**config.mk**
```make
export PLATFORM = sky130hd
export DESIGN_NAME = motor_pwm_driver
export DESIGN_NICKNAME = d
export VERILOG_FILES = /design/src/rtl/motor_pkg.sv /design/src/rtl/deadtime_timer.sv /design/src/rtl/motor_pwm_driver.sv
export SDC_FILE = /design/constraint.sdc
export NUM_CORES = 1
export LEC_CHECK = 0
export ABC_CLOCK_PERIOD_IN_PS = 6600
export CORE_ASPECT_RATIO = 0.5
export CORE_MARGIN = 8
export CORE_UTILIZATION = 63
export DETAILED_ROUTE_END_ITERATION = 6
export PLACE_DENSITY = 0.86
export SLEW_MARGIN = 20
export SYNTH_ARGS = -nofsm -noshare
export SYNTH_HDL_FRONTEND = slang
export SYNTH_SLANG_ARGS = --single-unit
```
**constraint.sdc**
```tcl
create_clock -name clk -period 6.6 [get_ports clk]
set_clock_uncertainty 0.05 [all_clocks]
set_input_delay 1.32 -clock clk [delete_from_list [all_inputs] [get_ports clk]]
set_output_delay 1.32 -clock clk [all_outputs]
set_load 0.02 [all_outputs]
```
**src/rtl/motor_pkg.sv**
```systemverilog
// Shared types and helpers for the wheel motor drive path.
// Provides the drive FSM state type, the speed command width shared with
// the direction controller, and the duty saturation function.
package motor_pkg;

  typedef enum logic [1:0] {
    IDLE = 2'd0,
    RUN  = 2'd1,
    DEAD = 2'd2
  } motor_state_t;

  // Width of the speed command ports of the direction controller.
  localparam int SPEED_W = 21;

  // Clamp a speed request to the PWM period (100 % duty).
  function automatic logic [31:0] sat_speed(input logic [31:0] x,
                                            input logic [31:0] period);
    return (x >= period) ? period : x;
  endfunction

endpackage

```
**src/rtl/deadtime_timer.sv**
```systemverilog
// Start/done down-counter that times a coast interval of DEADTIME cycles.
// Ports: clk, reset (async high), start (load and run), clear (abort),
//        done (high in the last counted cycle, combinational from state).
module deadtime_timer
  import motor_pkg::*;
#(
  parameter int DEADTIME = 5_000
) (
  input  logic clk,
  input  logic reset,
  input  logic start,
  input  logic clear,
  output logic done
);

  localparam int DT_W = (DEADTIME > 1) ? $clog2(DEADTIME) : 1;

  logic [DT_W-1:0] remain;
  logic            busy;

  // remain is loaded with DEADTIME-1 so that done is seen in the
  // DEADTIME-th cycle after start, giving exactly DEADTIME busy cycles.
  always_ff @(posedge clk or posedge reset) begin
    if (reset) begin
      remain <= '0;
      busy   <= 1'b0;
    end else if (clear) begin
      remain <= '0;
      busy   <= 1'b0;
    end else if (start) begin
      remain <= DT_W'(DEADTIME - 1);
      busy   <= 1'b1;
    end else if (busy) begin
      if (remain == '0) begin
        busy <= 1'b0;
      end else begin
        remain <= remain - DT_W'(1);
      end
    end
  end

  assign done = busy && (remain == '0);

endmodule

```
**src/rtl/motor_pwm_driver.sv**
```systemverilog
// Per-wheel H-bridge driver: speed/direction command -> PWM enable + in1/in2.
// Ports: clk, reset (async high), enable, speed, dir_fwd in;
//        pwm, in1, in2, reversing, period_start out (all registered).
module motor_pwm_driver
  import motor_pkg::*;
#(
  parameter int PERIOD   = 1_000_000,
  parameter int DEADTIME = 5_000,
  parameter int SPEED_W  = motor_pkg::SPEED_W
) (
  input  logic               clk,
  input  logic               reset,
  input  logic               enable,
  input  logic [SPEED_W-1:0] speed,
  input  logic               dir_fwd,
  output logic               pwm,
  output logic               in1,
  output logic               in2,
  output logic               reversing,
  output logic               period_start
);

  localparam int CNT_W  = $clog2(PERIOD);
  localparam int DUTY_W = $clog2(PERIOD + 1);
  localparam logic [CNT_W-1:0] LAST = CNT_W'(PERIOD - 1);

  motor_state_t      state;
  logic [CNT_W-1:0]  cnt;
  logic [DUTY_W-1:0] duty_q;
  logic [DUTY_W-1:0] duty_sat;
  logic              dir_q;
  logic              dir_pend;
  logic              rev_start;
  logic              dt_done;

  assign duty_sat = DUTY_W'(sat_speed(32'(speed), 32'(PERIOD)));

  // A reversal is only taken at the period boundary, and never when the
  // same edge also drops enable.
  assign rev_start = enable && (state == RUN) && (cnt == LAST) &&
                     (dir_fwd != dir_q);

  deadtime_timer #(
    .DEADTIME (DEADTIME)
  ) u_deadtime (
    .clk   (clk),
    .reset (reset),
    .start (rev_start),
    .clear (!enable),
    .done  (dt_done)
  );

  always_ff @(posedge clk or posedge reset) begin
    if (reset) begin
      state        <= IDLE;
      cnt          <= '0;
      duty_q       <= '0;
      dir_q        <= 1'b0;
      dir_pend     <= 1'b0;
      pwm          <= 1'b0;
      in1          <= 1'b0;
      in2          <= 1'b0;
      reversing    <= 1'b0;
      period_start <= 1'b0;
    end else begin
      // Outputs reflect the present state one cycle later; gating with
      // enable makes a drop of enable clear the pins on the very next edge.
      // With duty == PERIOD the compare holds for every cnt, so no wrap gap.
      pwm          <= enable && (state == RUN) && (32'(cnt) < 32'(duty_q));
      in1          <= enable && (state == RUN) && dir_q;
      in2          <= enable && (state == RUN) && !dir_q;
      reversing    <= enable && (state == DEAD);
      period_start <= enable && (state == RUN) && (cnt == '0);

      if (!enable) begin
        state <= IDLE;
        cnt   <= '0;
      end else begin
        case (state)
          IDLE: begin
            state  <= RUN;
            cnt    <= '0;
            duty_q <= duty_sat;
            dir_q  <= dir_fwd;
          end
          RUN: begin
            if (cnt == LAST) begin
              cnt    <= '0;
              duty_q <= duty_sat;
              if (dir_fwd != dir_q) begin
                state    <= DEAD;
                dir_pend <= dir_fwd;
              end
            end else begin
              cnt <= cnt + CNT_W'(1);
            end
          end
          DEAD: begin
            // Direction changes seen here are ignored; dir_pend was fixed
            // on entry.
            cnt <= '0;
            if (dt_done) begin
              state  <= RUN;
              dir_q  <= dir_pend;
              duty_q <= duty_sat;
            end
          end
          default: begin
            state <= IDLE;
            cnt   <= '0;
          end
        endcase
      end
    end
  end

endmodule

```
==> results of run 1 <==
-- cell usage in the layout (no fill, tap or decap), drive strengths merged, types with 3 or more instances in the layout --
cell and instances:
a21boi 3, a21o 7, a21oi 11, and2 3, and3 3, and4 3, clkbuf 14, clkdlybuf4s50 29
dfrtp 63, ha 23, inv 30, mux2i 21, nand2 17, nand2b 3, nand3 11, nand3b 10
nand4 12, nor2 45, nor3 11, nor4 12, o21ai 5, or2 3, or4 5, xnor2 16
xor2 11
-- how the worst max path moves through the flow --
| stage | start | endpoint | slack [ns] | cells past startpoint |
|---|---|---|---|---|
| 3_3_place_gp | speed[20] | duty_q[0]$_DFFE_PP0P_ | 3.14 | 6 |
| 2_1_floorplan | reset | cnt[0]$_DFF_PP0_ | 3.66 | 1 |
| 5_1_grt | enable | u_deadtime.remain[10]$_DFFE_PP0P_ | 3.32 | 6 |
| 3_5_place_dp | speed[20] | duty_q[0]$_DFFE_PP0P_ | 3.08 | 6 |
| 6_report | speed[20] | duty_q[0]$_DFFE_PP0P_ | 3.41 | 6 |
| 4_1_cts | speed[20] | duty_q[0]$_DFFE_PP0P_ | 3.42 | 6 |
-- area by class of cell --
cell class              instances  area (µm²)
well taps                      73        91.3
clock buffers                  14         284
flip-flops and latches         63        1580
multi-input cells             260        1840
repair buffers                 31         305
inverters                      30         113
fillers                       353        1260
-- power groups by stage --
stage	logic, mW	clock network, mW	registers [mW]
6_report	0.144	0.444	0.429
5_1_grt	0.158	0.464	0.432
4_1_cts	0.144	0.447	0.429
3_5_place_dp	0.141	0	0.435
3_3_place_gp	0.132	0	0.433
2_1_floorplan	0.0896	0	0.435
-- registers in the layout, summed over array words and instances, names as in the netlist --
signal / count
u_deadtime.remain: 13
in1: 1
pwm: 1
duty_q: 20
dir_q: 1
u_deadtime.busy: 1
period_start: 1
cnt: 20
dir_pend: 1
state: 2
reversing: 1
in2: 1
-- cells by family (layout without fill, tap and decap cells) --
kind of cell	count (synthesis)	in the layout	synth area share (%)
AOI/OAI and AO/OA	39	39	7.52
xor gates and xnor gates	27	27	6.64
adders and majority gates	23	23	8.08
buffers and inverters	38	75	4.32
DFF	63	63	44.3
muxes	23	23	6.64
and+or+nand+nor	148	148	22.6
-- through the flow --
step | hold slack [ns] | area [µm²] | worst slack (ns) | power [mW]
after floorplan | 0.410 | 3560 | 3.66 | 0.525
after global placement | 0.428 | 3920 | 3.14 | 0.566
after detailed placement | 0.431 | 3920 | 3.08 | 0.576
after CTS | 0.440 | 4210 | 3.42 | 1.02
after global routing | 0.464 | 4210 | 3.32 | 1.05
final | 0.439 | 4210 | 3.41 | 1.02
-- per-layer routing --
layer  global-route usage, %  vias up
li1                        -     1339
met1                    23.2     1361
met2                    32.5      102
met3                    6.66       19
met4                    7.24        0
met5                       0        -
-- worst max-delay path: stages --
cell	delay, ns
clkdlybuf4s50_1	0.51
or4b_2	0.65
a211o_1	0.43
nand2_1	0.11
nor2_1	0.04
mux2_4	0.28
==> reports/qor.csv, run 1 <==
metric;value;unit
hold depth;1;
synth cell count leaders;dfrtp_1, nor2_1, inv_1, ha_1, mux2i_1;
R2R setup slack;3.94;ns
initial antenna violation count;0;
Synth area leaders;dfrtp_1, ha_1, mux2i_1;
top-count cell post-synth;dfrtp_1;
Worst-Margin Slew;0.836;ns
Hold Crit Start;dir_q$_DFFE_PP0P_;
IO Port Bufs;29;
Final Max Tran Viols;0;
Worst slew margin;43.5;%
clock network power share;43.7;%
status;completed;
final period utilization;48.4;%
Remaining DRCs;0;
die height;69.2;µm
CTS Buf Count;9;
ant diodes;0;
Avg Inst Size Synth;9.87;µm²
wire per inst;17.2;µm
hold-fix buffers at CTS;0;
post-CTS setup buffer count;0;
DPL Wire Length;5630;µm
LEAKAGE;2.02;nW
Critical R2R Launch;u_deadtime.remain[0]$_DFFE_PP0P_;
Vias/cell;5.99;
Final min period;3.19;ns
top-level port count;30;
fin nets;443;
Yosys cell types;49;
largest area contributor in the netlist;dfrtp_1;
Crit Path Category;input pin to flip-flop;
EDFF count, synth;0;
sw frac;24.2;%
Main synth FF type;dfrtp_1;
CTS-repair resized insts;0;
placed cells;457;
Critical Path AT;3.35;ns
Setup crit end kind;flip-flop;
DIE WIDTH;122;µm
Layout Utilization;76.9;%
RD Place Congestion;0.878;
Mapped Cells;361;
Cell Area, Synth;0.00356;mm²
overflow left after global routing;0;
clk_lat worst skew;0.33;ns
Hold Path Class;flip-flop to flip-flop;
reg-to-reg endpoint;duty_q[0]$_DFFE_PP0P_;
clock root buffer;clkbuf_16;
startpoint type of the worst setup path;input pin;
Int Pwr;0.770;mW
share of layout cells above drive strength 1;6.53;%
#FFs+latches synth;63;
row count;19;
Hold Path End;in2$_DFF_PP0_;
FFs w/ async S/R, synth;100;%
crit path max fanout;13;
Seq pwr share;42.2;%
core area;0.00547;mm²
Final Hold Vio Count;0;
first-pass GRT wire length;13300;µm
P&R area growth vs syn;18.1;%
RSZ-0062 raised after global routing;no;
Detailed Routing Iterations Pass 1;4;
final setup fails;0;
largest net degree at the start of global routing;64;
Syn Nets;409;
gr usage total;19.7;%
YS warnings;0;
clock buffer depth;2;
Combinational Power Share;14.1;%
DRT met1 WL;3500;µm
H-Tree Level Count;3;
Post-Route WL;8090;µm
Final Non-Filler Cells;471;
Clock Sink Count;63;
post-route ant nets;0;
Worst-path clk slew;0.05;ns
Synth top area share;44.3;%
setup_tns;0;ns
max layer used;met4;
maxcap violations;0;
Seq/Total Area, Yosys;44.3;%
total vias in the final route;2821;
critical path required time;6.76;ns
met3 WL post-DR;573;µm
worst reg2reg path depth;8;
Initial Util;65.1;%
CTS tree;done;
vias in the first global route;2875;
pwr dens;242;mW/mm²
worst vdd ir;0.157;mV
fmax;313;MHz
initial drt markers;311;
Net Sw Power;0.247;mW
Die Area;0.00846;mm²
met2 WL;3880;µm
(Power assumes the default switching activity.)
==> run 2, diff against run 1 <==
ABC_CLOCK_PERIOD_IN_PS = 2700   (was 6600)
CORE_UTILIZATION = 52   (was 63)
PLACE_DENSITY = 0.76   (was 0.86)
clock period = 2.7 ns   (was 6.6 ns; I/O delays follow)
==> reports/qor.csv, run 2 (synthesized netlist as in run 1, its figures left out) <==
metric;value;unit
status;completed;
Hold Path Class;flip-flop to flip-flop;
clock root buffer;clkbuf_16;
commonest non-fill, non-tap cell in the layout;dfrtp_1;
overflow left after global routing;0;
H-Tree Level Count;3;
Worst-path clk slew;0.05;ns
clock buffer depth;2;
Setup crit end kind;flip-flop;
Worst slew margin;71.3;%
CTS Buf Count;9;
first-pass GRT wire length;13600;µm
critical path required time;2.85;ns
row count;21;
RD Place Congestion;0.874;
ant diodes;0;
CTS-repair resized insts;0;
DPL Wire Length;5850;µm
DIE WIDTH;133;µm
fin nets;456;
pwr dens;580;mW/mm²
Final Hold Vio Count;0;
IO Port Bufs;29;
crit path max fanout;6;
Final min period;2.49;ns
share of layout cells above drive strength 1;9.44;%
RSZ-0062 raised after global routing;no;
final period utilization;92.1;%
hold-fix buffers at CTS;0;
Detailed Routing Iterations Pass 1;5;
Worst-Margin Slew;0.420;ns
core area;0.00665;mm²
vias in the first global route;2902;
Post-Route WL;7800;µm
post-route ant nets;0;
wire per inst;15.4;µm
commonest cells after routing, fill and taps aside;dfrtp_1, nor2_1, inv_1, clkdlybuf4s50_1, ha_1;
R2R setup slack;0.21;ns
final setup fails;0;
Die Area;0.00992;mm²
setup_tns;0;ns
placed cells;489;
Critical Path AT;2.64;ns
post-CTS setup buffer count;0;
Post-Place Setup Slack;0.159;ns
P&R area growth vs syn;22.4;%
startpoint type of the worst setup path;flip-flop;
maxcap violations;0;
Pwr Total;2.53;mW
initial antenna violation count;0;
largest net degree at the start of global routing;46;
final worst setup slack;0.213;ns
CTS tree;done;
Remaining DRCs;0;
Final Non-Filler Cells;505;
initial drt markers;162;
Final Max Tran Viols;0;
top-level port count;30;
clk_lat worst skew;0.33;ns
fmax;402;MHz
total vias in the final route;2778;
Initial Util;53.6;%
gr usage total;17.4;%
LEAKAGE;2.09;nW
Vias/cell;5.50;
die height;74.5;µm
worst vdd ir;0.317;mV
Filler cells;531;
Crit Path Category;flip-flop to flip-flop;
Clock Sink Count;63;
top flop regs;cnt: 20 flops, duty_q: 20 flops, u_deadtime.remain: 13 flops;
==> run 2: cell types whose count changed in the layout (fill, tap and decap cells not counted) <==
cell,delta
clkinvlp_4,+1
buf_4,+11
buf_12,+2
bufinv_16,+1
clkbuf_8,-3
clkbuf_1,+2
clkinv_2,+1
==> run 2: worst paths after layout <==
path	cells past startpoint	end	from
worst max-delay path	6	u_deadtime.remain[3]$_DFFE_PP0P_	cnt[0]$_DFF_PP0_
worst min-delay path	1	in2$_DFF_PP0_	dir_q$_DFFE_PP0P_
worst max register to register	6	u_deadtime.remain[3]$_DFFE_PP0P_	cnt[0]$_DFF_PP0_
worst min register to register	1	in2$_DFF_PP0_	dir_q$_DFFE_PP0P_
max in group asynchronous	3	duty_q[14]$_DFFE_PP0P_	reset
min in group asynchronous	2	in2$_DFF_PP0_	reset
==> run 2: power by group <==
group	internal [mW]	leakage [nW]	switching, mW
Sequential	1.02	0.831	0.0283
Combinational	0.164	1.12	0.196
Clock	0.737	0.140	0.386
==> run 2: metrics by stage <==
stage,hold WS [ns],utilization [%],cell area [µm²]
after floorplan,0.410,-,3560
after global placement,0.434,61.2,4070
after detailed placement,0.445,61.2,4070
after CTS,0.452,65.6,4360
after global routing,0.488,65.6,4360
final,0.447,65.6,4360
==> run 2: layer usage <==
metal | share of wire, % | wire (µm) | track usage (%) | up-vias
li1 | - | - | - | 1369
met1 | 45 | 3490 | 19.4 | 1315
met2 | 48 | 3720 | 30.1 | 75
met3 | 5.2 | 405 | 6.06 | 19
met4 | 2.3 | 179 | 7.73 | 0
met5 | 0 | 0 | 0 | -
==> run 2: area by class of cell <==
class | instances | area, µm² | share of cell area (%)
inverters | 30 | 113 | 2.58
flip-flops and latches | 63 | 1580 | 36.2
clock buffers | 13 | 250 | 5.74
repair buffers | 44 | 428 | 9.81
multi-input cells | 260 | 1840 | 42.1
well taps | 92 | 115 | 2.64
clock inverters | 3 | 42.5 | 0.976
==> run 2: worst max-delay path: stages (launching register included) <==
cell     delay [ns]
dfrtp_1        0.42
ha_1           0.24
nand4_1        0.16
or4_1          0.52
or4_1          0.65
nand2_1        0.24
a21oi_1        0.08
